**config.mk**
```make
export PLATFORM = sky130hd
export DESIGN_NAME = mmio_uart_tx
export DESIGN_NICKNAME = d
export VERILOG_FILES = /design/src/rtl/mmio_uart_tx.sv
export SDC_FILE = /design/constraint.sdc
export NUM_CORES = 1
export LEC_CHECK = 0
export CORE_UTILIZATION = 57
export CTS_BUF_LIST = sky130_fd_sc_hd__clkbuf_8
export CTS_CLUSTER_SIZE = 40
export DETAILED_ROUTE_END_ITERATION = 8
export PLACE_DENSITY = 0.85
export SYNTH_ARGS = -nofsm -noshare
export SYNTH_HDL_FRONTEND = slang
export SYNTH_SLANG_ARGS = --single-unit
```
**constraint.sdc**
```tcl
create_clock -name clk -period 4 [get_ports clk]
set_clock_uncertainty 0.1 [all_clocks]
set_input_delay 0.4 -clock clk [delete_from_list [all_inputs] [get_ports clk]]
set_output_delay 0.4 -clock clk [all_outputs]
set_load 0.1 [all_outputs]
```
**src/rtl/mmio_uart_tx.sv**
```systemverilog
// Memory-mapped UART transmitter: TXDATA/STATUS/CTRL register block in front of
// a byte FIFO feeding an 8N1 serial shifter.
module mmio_uart_tx #(
    parameter logic [31:0] BASE_ADDR    = 32'h0000_1000,
    parameter int unsigned CLKS_PER_BIT = 16,
    parameter int unsigned FIFO_DEPTH   = 8
) (
    input  logic        clk,
    input  logic        reset,
    input  logic [31:0] ALURes,
    input  logic [31:0] WriteData,
    input  logic        MemWrite,
    output logic [31:0] ReadData,
    output logic        Sel,
    output logic        tx
);

    localparam int unsigned AW = $clog2(FIFO_DEPTH);
    localparam int unsigned CW = AW + 1;
    localparam int unsigned BW = $clog2(CLKS_PER_BIT);

    typedef enum logic [1:0] {S_IDLE, S_START, S_DATA, S_STOP} state_t;

    logic [7:0]    fifo_q [FIFO_DEPTH];
    logic [AW-1:0] wr_ptr_q, rd_ptr_q;
    logic [CW-1:0] count_q;
    logic          ovf_q, en_q;
    state_t        state_q;
    logic [BW-1:0] baud_q;
    logic [2:0]    bit_q;
    logic [7:0]    shift_q;
    logic          tx_q;

    logic [1:0] offset;
    logic       wr_txdata, wr_status, wr_ctrl;
    logic       full, empty, busy, pop, push_ok, ovf_set, baud_last;
    logic       unused_bits;

    assign unused_bits = ^{ALURes[1:0], WriteData[31:8]};

    assign Sel       = (ALURes[31:4] == BASE_ADDR[31:4]);
    assign offset    = ALURes[3:2];
    assign wr_txdata = Sel && MemWrite && (offset == 2'd0);
    assign wr_status = Sel && MemWrite && (offset == 2'd1);
    assign wr_ctrl   = Sel && MemWrite && (offset == 2'd2);

    assign full      = (count_q == CW'(FIFO_DEPTH));
    assign empty     = (count_q == '0);
    assign busy      = (state_q != S_IDLE);
    assign pop       = (state_q == S_IDLE) && en_q && !empty;
    // A full FIFO still accepts a byte when the shifter drains one on the same edge.
    assign push_ok   = wr_txdata && (!full || pop);
    assign ovf_set   = wr_txdata && !push_ok;
    assign baud_last = (baud_q == BW'(CLKS_PER_BIT - 1));
    assign tx        = tx_q;

    // Zero-latency load data for the core.
    always_comb begin
        ReadData = '0;
        if (Sel) begin
            case (offset)
                2'd1: begin
                    ReadData[0]      = full;
                    ReadData[1]      = empty;
                    ReadData[2]      = busy;
                    ReadData[3]      = ovf_q;
                    ReadData[8 +: CW] = count_q;
                end
                2'd2:    ReadData[0] = en_q;
                default: ReadData    = '0;
            endcase
        end
    end

    // FIFO storage needs no reset; validity is tracked by the pointers.
    always_ff @(posedge clk) begin
        if (push_ok && !reset) begin
            fifo_q[wr_ptr_q] <= WriteData[7:0];
        end
    end

    always_ff @(posedge clk) begin
        if (reset) begin
            wr_ptr_q <= '0;
            rd_ptr_q <= '0;
            count_q  <= '0;
            ovf_q    <= 1'b0;
            en_q     <= 1'b1;
        end else begin
            if (push_ok) wr_ptr_q <= wr_ptr_q + AW'(1);
            if (pop)     rd_ptr_q <= rd_ptr_q + AW'(1);
            case ({push_ok, pop})
                2'b10:   count_q <= count_q + CW'(1);
                2'b01:   count_q <= count_q - CW'(1);
                default: count_q <= count_q;
            endcase
            if (ovf_set) begin
                ovf_q <= 1'b1;
            end else if (wr_status && WriteData[3]) begin
                ovf_q <= 1'b0;
            end
            if (wr_ctrl) en_q <= WriteData[0];
        end
    end

    // Serial framing FSM; tx is loaded with the level of the state being entered.
    always_ff @(posedge clk) begin
        if (reset) begin
            state_q <= S_IDLE;
            tx_q    <= 1'b1;
            baud_q  <= '0;
            bit_q   <= '0;
            shift_q <= '0;
        end else begin
            case (state_q)
                S_IDLE: begin
                    tx_q <= 1'b1;
                    if (pop) begin
                        state_q <= S_START;
                        shift_q <= fifo_q[rd_ptr_q];
                        baud_q  <= '0;
                        tx_q    <= 1'b0;
                    end
                end
                S_START: begin
                    if (baud_last) begin
                        baud_q  <= '0;
                        bit_q   <= '0;
                        state_q <= S_DATA;
                        tx_q    <= shift_q[0];
                    end else begin
                        baud_q <= baud_q + BW'(1);
                    end
                end
                S_DATA: begin
                    if (baud_last) begin
                        baud_q <= '0;
                        if (bit_q == 3'd7) begin
                            state_q <= S_STOP;
                            tx_q    <= 1'b1;
                        end else begin
                            bit_q   <= bit_q + 3'd1;
                            shift_q <= {1'b0, shift_q[7:1]};
                            tx_q    <= shift_q[1];
                        end
                    end else begin
                        baud_q <= baud_q + BW'(1);
                    end
                end
                S_STOP: begin
                    tx_q <= 1'b1;
                    if (baud_last) begin
                        baud_q  <= '0;
                        state_q <= S_IDLE;
                    end else begin
                        baud_q <= baud_q + BW'(1);
                    end
                end
                default: state_q <= S_IDLE;
            endcase
        end
    end

endmodule

```
==> flow_summary.toml <==
[floorplan]
die_y_um = 92.1
die_w_um = 92.1
dieArea_um2 = 8480
start_util_pct = 59.3
rows = 32
coreArea_um2 = 7810
ios = 101

[clock_tree]
post_cts_buffers = 0
cts_max_level = 3
path_clk_slew_ns = 0.11
cts_resized = 0
tritoncts = "built"
cts_max_path_buffers = 2
numCtsBuffers = 9
clk_latency_ns = 0.37
clkSinkCount = 97
cts-root-buf = "clkbuf_8"
cts_hold_buf = 0

[synthesis]
synth.area.top_cells = "edfxtp_1 (42%), dfxtp_1 (14%), mux4_2 (7.8%)"
synth.most_common_cell = "edfxtp_1"
yosysTopAreaCell = "edfxtp_1"
syn_area_per_cell_um2 = 13.0
synth_cells = 355
synth_top_area_share_pct = 41.5
yosysWarnings = 0
synth-edff-count = 64
synth-main-ff-cell = "edfxtp_1"
async_reset_ff_share_pct = 0
synth_cell_types = 58
ys_top_cells_by_count = "edfxtp_1 (64), dfxtp_1 (33), buf_4 (26)"
mappedNetlistArea_um2 = 4630
ys_ff_latch = 97
synth-seq-area-share_pct = 55.8

[global_route]
antenna_found_initial = 0
grt_pass1_vias = 2985
grt_pass1_wl_um = 14200
grtUsageTotal_pct = 22.2
gr-total-overflow = 0
grt_max_degree = 37

[placement]
postPlaceCellArea_um2 = 5090
place_congestion = 0.819
place_hpwl_um = 5840
portBuffers = 50

[sta]
clock.fmax_ghz = 0.306
min_period_ns = 3.27
relSlewSlack_pct = 27.4
finalHoldViolCount = 0
setup_tns_ns = 0
slew_viol_final = 0
period_share_pct = 81.6
max_slew.worst_pin.slew_ns = 1.09
setup_violations = 0
rsz0062_at_grt = "no"

[pwr]
power.density_nw_per_um2 = 352
ir_drop_mv = 0.255
leakagePower_nw = 1.88

[worst_setup_path]
end_kind = "flip-flop"
rr_endpoint = "count_q[2]"
startpoint = "state_q[0]"
cp_max_fo = 8
cp-endpoint = "count_q[2]"
r2r_setup_slack_ns = 0.73
critPathLaunchType = "flip-flop"
worstPathRequired_ns = 4.22
reg2reg_from = "state_q[0]"
arrival_ns = 3.48
worstRegToRegCells = 13
crit_type = "reg -> reg"

[finish]
fill_cells = 532
final_nets = 485
finish.instance_area_um2 = 5280
area_growth_pct = 14.1
drive_gt1_share_pct = 14.0
antenna_cells = 0

[outcome]
status = "completed"

[routing]
vias = 2957
drtAntennaViolNets = 0
viasPerCell = 5.81
drtIter0Drc = 236
drc = 0
post_drt_wl_per_cell_um = 16.8
wl_um = 8550
first_pass_iters = 4

[run]
maxCapViolations = 0

[hold_path]
min_from = "shift_q[7]"
worstHoldPathType = "reg -> reg"
[logic make-up (layout without fill, tap and decap cells)]
group	count (synthesis)	in the layout	synth area share [%]
simple gates	96	96	13.7
buf+inv	56	85	6.89
fa+ha+maj	16	16	4.33
flops	97	97	55.8
xor+xnor	5	5	0.946
compound gates	60	60	8.62
other cells	1	24	0.0810
mux	24	24	9.60
[critical path, cell delays in order, from the launching register on]
cell	delay [ns]
dfxtp_1	0.35
inv_1	0.11
ha_1	0.37
and2_1	0.25
o211ai_1	0.13
nor3_1	0.42
inv_1	0.15
ha_1	0.29
xor2_1	0.18
ha_1	0.19
a21oi_1	0.14
xor2_1	0.09
or3_1	0.31
a21oi_1	0.14
[stage by stage]
step	utilization (%)	setup WS, ns	hold WS [ns]	std cells	power [mW]
4_1_cts	67.6	0.768	0.371	509	1.87
3_5_place_dp	65.1	0.470	0.348	493	1.26
3_3_place_gp	65.1	0.594	0.338	493	1.26
5_1_grt	67.6	0.429	0.392	509	1.92
2_1_floorplan	-	0.0767	0.327	378	1.22
6_report	67.6	0.734	0.370	509	1.86
[state kept, by name (all words and copies together), names as in the netlist, 2 cells and up, named ones only]
signal,flops
baud_q,4
bit_q,3
count_q,4
fifo_q,64
rd_ptr_q,3
shift_q,8
state_q,2
wr_ptr_q,3
[how the worst min path moves through the flow]
stage	end	slack (ns)	cells past startpoint
6_report	shift_q[7]	0.37	1
5_1_grt	bit_q[2]	0.39	2
4_1_cts	shift_q[7]	0.37	1
3_5_place_dp	shift_q[7]	0.35	1
3_3_place_gp	shift_q[7]	0.34	1
2_1_floorplan	shift_q[7]	0.33	1
[where the power goes]
| part | internal, mW | switching (mW) | total [mW] |
|---|---|---|---|
| Sequential | 1.06 | 0.0000000193 | 1.06 |
| Clock | 0.245 | 0.380 | 0.625 |
| Combinational | 0.0433 | 0.129 | 0.172 |
[per-layer routing]
layer  up-vias  track usage [%]  wire, um
met3        19             4.39       416
li1       1385                -         -
met2       129             37.2      4280
met4         0             10.3       226
met1      1424             27.7      3630
met5         -                0         0
[cell type report]
class                   count  area (um^2)  share of cell area, %
clock buffers               9          124                   2.35
clock inverters             7         71.3                   1.35
inverters                  17         63.8                   1.21
multi-input cells         225         1820                   34.4
flip-flops and latches     97         2580                   48.9
well taps                 102          128                   2.42
repair buffers             52          493                   9.33
[cell usage in the layout (no fill, tap or decap), drive strengths merged, types with 2 or more instances in the layout]
cell type / n
edfxtp: 64
clkdlybuf4s50: 41
dfxtp: 33
conb: 24
a21oi: 23
inv: 21
nor2: 20
mux4: 16
ha: 16
and3: 11
buf: 11
nor4: 11
nand2: 9
clkbuf: 9
nand2b: 7
o22ai: 7
a22o: 7
nor3: 6
o21ai: 6
xor2: 5
nand3: 5
nor2b: 5
mux2i: 5
nor4b: 5
and2: 4
mux2: 3
nand4: 3
o41a: 2
and4: 2
o21bai: 2
or2: 2
a21o: 2
clkinv: 2
(Power assumes the default switching activity.)
